==> src/rtl/clk_ratio_meter.sv <==
// clk_ratio_meter
// Measures the period and high time of an asynchronous divided clock (sig_in)
// in whole clk_in cycles. sig_in is synchronized by two flops and edge-detected
// against a third. A two-state FSM counts cycles between rising edges, captures
// the count on each rise and flags a sticky overflow when the count saturates.
// Optional feature macro: CLK_METER_LOCK_EN builds the stable-period lock
// counter; without it `locked` is constant 0.

`ifndef DATA_WIDTH
`define DATA_WIDTH 8
`endif

module clk_ratio_meter #(
    parameter int WIDTH      = `DATA_WIDTH,
    parameter int LOCK_COUNT = 4
) (
    input  logic             clk_in,
    input  logic             reset,
    input  logic             en,
    input  logic             sig_in,
    output logic [WIDTH-1:0] period,
    output logic [WIDTH-1:0] high_time,
    output logic             valid,
    output logic             overflow,
    output logic             locked
);

    typedef enum logic [0:0] {
        ST_IDLE    = 1'b0,
        ST_MEASURE = 1'b1
    } state_t;

    localparam logic [WIDTH-1:0] CNT_ZERO = WIDTH'(1'b0);
    localparam logic [WIDTH-1:0] CNT_ONE  = WIDTH'(1'b1);
    localparam logic [WIDTH-1:0] CNT_MAX  = {WIDTH{1'b1}};
    // Count value at which the next cycle without a rise would saturate.
    localparam logic [WIDTH-1:0] CNT_NEAR = CNT_MAX - CNT_ONE;

    logic             sync1_r;
    logic             sync2_r;
    logic             prev_r;
    logic             rise_s;
    logic             fall_s;

    state_t           state_r;
    state_t           state_s;
    logic [WIDTH-1:0] cnt_r;
    logic [WIDTH-1:0] cnt_s;
    logic [WIDTH-1:0] cand_r;
    logic [WIDTH-1:0] cand_s;
    logic [WIDTH-1:0] period_r;
    logic [WIDTH-1:0] period_s;
    logic [WIDTH-1:0] high_r;
    logic [WIDTH-1:0] high_s;
    logic             valid_r;
    logic             valid_s;
    logic             ovf_r;
    logic             ovf_s;

    // Two-flop synchronizer plus edge register; keeps running while en is low.
    always_ff @(posedge clk_in) begin
        if (!reset) begin
            sync1_r <= 1'b0;
            sync2_r <= 1'b0;
            prev_r  <= 1'b0;
        end else begin
            sync1_r <= sig_in;
            sync2_r <= sync1_r;
            prev_r  <= sync2_r;
        end
    end

    assign rise_s = sync2_r & ~prev_r;
    assign fall_s = ~sync2_r & prev_r;

    // Next-state and capture logic; en low and a rise both outrank saturation.
    always_comb begin
        state_s  = state_r;
        cnt_s    = cnt_r;
        cand_s   = cand_r;
        period_s = period_r;
        high_s   = high_r;
        valid_s  = 1'b0;
        ovf_s    = ovf_r;
        if (!en) begin
            state_s = ST_IDLE;
            cnt_s   = CNT_ZERO;
        end else begin
            case (state_r)
                ST_IDLE: begin
                    if (rise_s) begin
                        cnt_s   = CNT_ONE;
                        state_s = ST_MEASURE;
                    end else begin
                        cnt_s   = cnt_r;
                    end
                end
                ST_MEASURE: begin
                    if (rise_s) begin
                        period_s = cnt_r;
                        high_s   = cand_r;
                        valid_s  = 1'b1;
                        cnt_s    = CNT_ONE;
                    end else begin
                        if (fall_s) begin
                            cand_s = cnt_r;
                        end else begin
                            cand_s = cand_r;
                        end
                        if (cnt_r >= CNT_NEAR) begin
                            cnt_s   = CNT_MAX;
                            ovf_s   = 1'b1;
                            state_s = ST_IDLE;
                        end else begin
                            cnt_s   = cnt_r + CNT_ONE;
                        end
                    end
                end
                default: begin
                    state_s = ST_IDLE;
                    cnt_s   = CNT_ZERO;
                end
            endcase
        end
    end

    // Measurement state and registered results.
    always_ff @(posedge clk_in) begin
        if (!reset) begin
            state_r  <= ST_IDLE;
            cnt_r    <= CNT_ZERO;
            cand_r   <= CNT_ZERO;
            period_r <= CNT_ZERO;
            high_r   <= CNT_ZERO;
            valid_r  <= 1'b0;
            ovf_r    <= 1'b0;
        end else begin
            state_r  <= state_s;
            cnt_r    <= cnt_s;
            cand_r   <= cand_s;
            period_r <= period_s;
            high_r   <= high_s;
            valid_r  <= valid_s;
            ovf_r    <= ovf_s;
        end
    end

    assign period    = period_r;
    assign high_time = high_r;
    assign valid     = valid_r;
    assign overflow  = ovf_r;

`ifdef CLK_METER_LOCK_EN
    localparam int LW = $clog2(LOCK_COUNT + 1);
    localparam logic [LW-1:0] LOCK_FULL = LW'(LOCK_COUNT);
    localparam logic [LW-1:0] LOCK_ONE  = LW'(1'b1);
    localparam logic [LW-1:0] LOCK_ZERO = LW'(1'b0);

    logic          capture_s;
    logic          abort_s;
    logic [LW-1:0] lock_cnt_r;
    logic [LW-1:0] lock_cnt_s;
    logic          locked_r;
    logic          locked_s;

    // A capture compares the new period (cnt_r) with the one still on period_r.
    assign capture_s = en & (state_r == ST_MEASURE) & rise_s;
    assign abort_s   = ~en | ((state_r == ST_MEASURE) & ~rise_s & (cnt_r >= CNT_NEAR));

    // Lock counter: saturating run length of identical consecutive periods.
    always_comb begin
        lock_cnt_s = lock_cnt_r;
        if (abort_s) begin
            lock_cnt_s = LOCK_ZERO;
        end else if (capture_s) begin
            if (cnt_r == period_r) begin
                if (lock_cnt_r < LOCK_FULL) begin
                    lock_cnt_s = lock_cnt_r + LOCK_ONE;
                end else begin
                    lock_cnt_s = lock_cnt_r;
                end
            end else begin
                lock_cnt_s = LOCK_ZERO;
            end
        end else begin
            lock_cnt_s = lock_cnt_r;
        end
        locked_s = (lock_cnt_s == LOCK_FULL);
    end

    // Lock counter and registered lock indication.
    always_ff @(posedge clk_in) begin
        if (!reset) begin
            lock_cnt_r <= LOCK_ZERO;
            locked_r   <= 1'b0;
        end else begin
            lock_cnt_r <= lock_cnt_s;
            locked_r   <= locked_s;
        end
    end

    assign locked = locked_r;
`else
    assign locked = 1'b0;
`endif

endmodule
==> config.mk <==
export PLATFORM = sky130hd
export DESIGN_NAME = clk_ratio_meter
export DESIGN_NICKNAME = d
export VERILOG_FILES = /design/src/rtl/clk_ratio_meter.sv
export SDC_FILE = /design/constraint.sdc
export NUM_CORES = 1
export LEC_CHECK = 0
export CORE_MARGIN = 10
export CORE_UTILIZATION = 25
export DETAILED_ROUTE_END_ITERATION = 10
export GPL_TIMING_DRIVEN = 0
export PLACE_DENSITY = 0.43
export RECOVER_POWER = 50
export SETUP_SLACK_MARGIN = 0.15
export SYNTH_ARGS = -nofsm -noshare
export SYNTH_HDL_FRONTEND = slang
export SYNTH_SLANG_ARGS = --single-unit
export TNS_END_PERCENT = 1
==> constraint.sdc <==
create_clock -name clk_in -period 3.35 [get_ports clk_in]
set_clock_uncertainty 0.15 [all_clocks]
set_input_delay 0.67 -clock clk_in [delete_from_list [all_inputs] [get_ports clk_in]]
set_output_delay 0.67 -clock clk_in [all_outputs]
set_load 0.02 [all_outputs]
Yosys cells after proc, flatten, opt, wreduce, memory -nomap -nowiden
Cells that the tools add are included.
{"block": "word_totals", "out_inout_bits": 19, "input_bits": 4, "wordCells": 32, "ff_bits": 38}
{"block": "classes", "eq_ne": 1, "muxes": 8, "bitwise_logic": 6, "reduce_logical": 5, "n_lt_le_gt_ge": 1, "add_sub_neg": 1}
{"op": "8-bit two-way mux", "count": 3}
{"op": "8-bit case mux with 2 select lines", "count": 1}
{"op": "8-bit by 1-bit adder with 8-bit output, second input constant", "count": 1}
{"op": "8-bit greater-or-equal comparator, second input constant", "count": 1}
{"op": "4-bit AND reduction", "count": 2}
{"op": "3-bit AND reduction", "count": 2}
{"op": "1-bit NOT", "count": 4}
{"op": "1-bit two-way mux", "count": 3}
{"op": "1-bit bitwise AND", "count": 2}
{"op": "2-bit inequality test, second input constant", "count": 1}
{"op": "1-bit case mux with 2 select lines", "count": 1}
{"op": "2-bit AND reduction", "count": 1}

Logic depth before layout (Yosys ltp)
{"block": "logic_depth", "depth_word": 4, "depth_mapped": 5, "mapped_depth_nobuf": 5}

Least setup slack after synthesis
No wires, ideal clock.
{"block": "synth_timing", "kind": "in2reg", "from": "input en", "to": "register period_r[0], in the netlist period[0]", "path_buffers": 2, "slack_ps": 1790, "arrival_time_ps": 1292, "setup_ps": 118, "required_time_ps": 3082, "path_stages": 5, "path_cell_list": "buf_4 nand4b_2 buf_4 nand2_1 a21boi_2"}
{"block": "synth_via", "elab_chain_len": 1}
{"element": "start, declared", "line": "19", "text": "input logic en,"}
{"element": "3-bit AND reduction (no line)"}
{"element": "end signal, assigned", "line": "141", "text": "period_r <= period_s;"}
{"element": "end, declared", "line": "51", "text": "logic [WIDTH-1:0] period_r;"}
Every way passes these cells.
A chain may end at the register's enable or synchronous reset.

Worst setup path in the final report
{"block": "layout_timing", "from": "input en", "to": "register high_r[7], in the netlist high_time[7]"}
{"block": "layout_via", "elab_chain_len": 1}
{"element": "3-bit AND reduction (no line)"}
{"element": "end signal, assigned", "line": "142", "text": "high_r <= high_s;"}
{"element": "end, declared", "line": "53", "text": "logic [WIDTH-1:0] high_r;"}
Every way passes these cells.

==> flow_summary.ini <==
[drt]
drt_iter0_markers = 34
vias_per_cell = 4.664
vias = 1278
ant_nets = 0
wl_um = 3812
wl_per_cell_um = 13.91
post-route-drc-count = 0
dr.pass1.iters = 4

[layout]
diodes = 0
final_nets = 204
multiInputGateArea_um2 = 706.9
ff_latch_area_um2 = 760.7
syn2layout_area_growth_pct = 26.15
final-instance-count-excl-fill = 274
drive_gt1_share_pct = 10.05
fin_util_pct = 33.06
final_design_area_no_fill_um2 = 1992
nFillCells = 634

[sta]
finalCritPeriodShare_pct = 71.32
hold_ws_ps = 293.2
rsz0062_at_grt = no
fin_ws_ps = 960.7
setup-violations-final = 0
final_max_slew_viol_count = 0
fin_crit_ps = 2389
tns_ps = 0
final-hold-violation-count = 0
fmax_mhz = 418.5

[flow_run]
cap_violations = 0

[synthesis]
synth_xor_xnor_area_share_pct = 0
synth_edf_count = 0
ys_ff_latch = 38
async_reset_ff_share_pct = 0
synth.area.top_cells = dfxtp_1, nand2_1, a21boi_0
synth_fa_ha_area_share_pct = 1.585
synth_top_family_by_area = simple AND/OR/NAND/NOR gates
postSynthAreaPerCell_um2 = 9.234
syn_area_um2 = 1579
yosysTopAreaCellShare_pct = 48.18
synth_top_cell_by_area = dfxtp_1
synth_cell_types = 37
synth_warnings = 0
synth_compound_area_share_pct = 20.29
yosys.area_share.simple_pct = 23.38
syn_inst = 171
yosysSeqAreaShare_pct = 48.18
synth_nets = 177
synth_flop_cell = dfxtp_1
muxShareOfSynthArea_pct = 0

[clock_tree]
clkSinkCount = 38
cts_hold_buffers = 0
clockBufferDepth = 2
clkLatencyLatePin_ps = 290
cts_resized = 0
cts_inserted_buffers = 5
clkTransAtPathRegs_ps = 80
htreeDepth = 2
cts-root-buf = clkbuf_8
cts_tree = done
postCtsSetupRepairBufs = 0

[floorplan]
die_w_um = 99.48
ioPinCount = 23
initial_core_util_pct = 26.20
core_area_um2 = 6026
rows = 28
dieArea_um2 = 9895
die_h_um = 99.48

[critical_path]
crit_type = input pin to flop
arrival_ps = 2420
start_kind = input pin
setup.worst_path.end_class = flop
crit_fanout = 10
startpoint = en
required_ps = 3390
timing.rr.start = cnt_r[0]

[grt]
grt_antenna_before_repair = 0
grt_usage_pct = 8.248
grt_pass1_wl_um = 6706
grt_max_degree = 13
first_global_vias = 1343
overflow = 0

[placed_design]
dp.cells = 266
post-place-ws_ps = 1099
place_congestion = 0.7703
placed_area_um2 = 1873
numPortBuffers = 20
place_hpwl_um = 2809

[power_and_ir_drop]
p_leak_nw = 0.6789
p_per_area_nw_per_um2 = 485.7
ir_drop_mv = 0.1835
finalPower_uw = 967.5

[run_status]
status = completed

[worst_hold_path]
holdCritStartpoint = sync1_r
hold_class = flop to flop
-- flip-flops by register name, summed over array words and instances, names as in the netlist --
register and count:
cnt_r 8, sync1_r 1, high_time 8, prev_r 1
overflow 1, period 8, sync2_r 1, state_r 1
valid 1, cand_r 8
-- synthesized netlist by cell type, types with 2 or more instances --
cell type   n
a211oi_1    2
buf_2       2
nand3_1     3
nand4_1     2
nand4b_2    2
clkbuf_1    3
a21boi_0   15
buf_6       2
and2_1      4
nand2_1    49
ha_1        2
buf_4       7
a21boi_1    8
nor2_1      2
a31oi_1     4
and3_1      3
dfxtp_1    38
o2111ai_1   2
and4b_1     3
-- final cells by class --
| cell class | instances | area share, % |
|---|---|---|
| Clock inverter | 2 | 3.015 |
| Tap cell | 75 | 4.711 |
| Timing Repair Buffer | 20 | 10.05 |
| Buffer | 14 | 4.209 |
| Multi-Input combinational cell | 118 | 35.49 |
| Sequential cell | 38 | 38.19 |
| Inverter | 1 | 0.1884 |
| Clock buffer | 6 | 4.146 |
-- routing by layer --
metal	routed length (µm)	GRT usage (%)
met5	0	0
met4	55	3.749
met3	231	3.599
met2	1739	12.78
met1	1786	9.596
-- path summary, 6_finish.rpt --
path	endpoint	slack, ps	depth (start not counted)
max reg2reg	cnt_r[5]	1630	5
min reg2reg	sync2_r	290	1
min	sync2_r	290	1
max	high_time[7]	960	6
-- critical path, cell delays in order --
cell,delay (ps)
dlygate4sd3_1,540
clkbuf_1,360
nand4b_1,400
buf_4,310
nand2_1,70
a21boi_0,70
-- cell families after synthesis --
family          Yosys count
compound gates           41
fa+ha+maj                 2
buf+inv                  15
flops                    38
other cells               1
simple gates             74
-- power by group --
group | switching [mW] | internal [mW] | total (mW)
clock network | 0.169 | 0.318 | 0.486
logic | 0.0139 | 0.0107 | 0.0246
registers | 0.00309 | 0.453 | 0.457
-- layout by cell type (no fill, tap or decap), types with 3 or more instances in the layout --
master           count
nand2_1             49
and2_1               4
a21boi_1             8
buf_4                4
a21boi_0            15
clkbuf_8             6
a211oi_1             3
and4b_1              3
nand3_1              3
and3_1               3
clkbuf_1             7
clkdlybuf4s50_1     19
dfxtp_1             38
a31oi_1              4
Note: power is estimated with default switching activity, not from simulation.
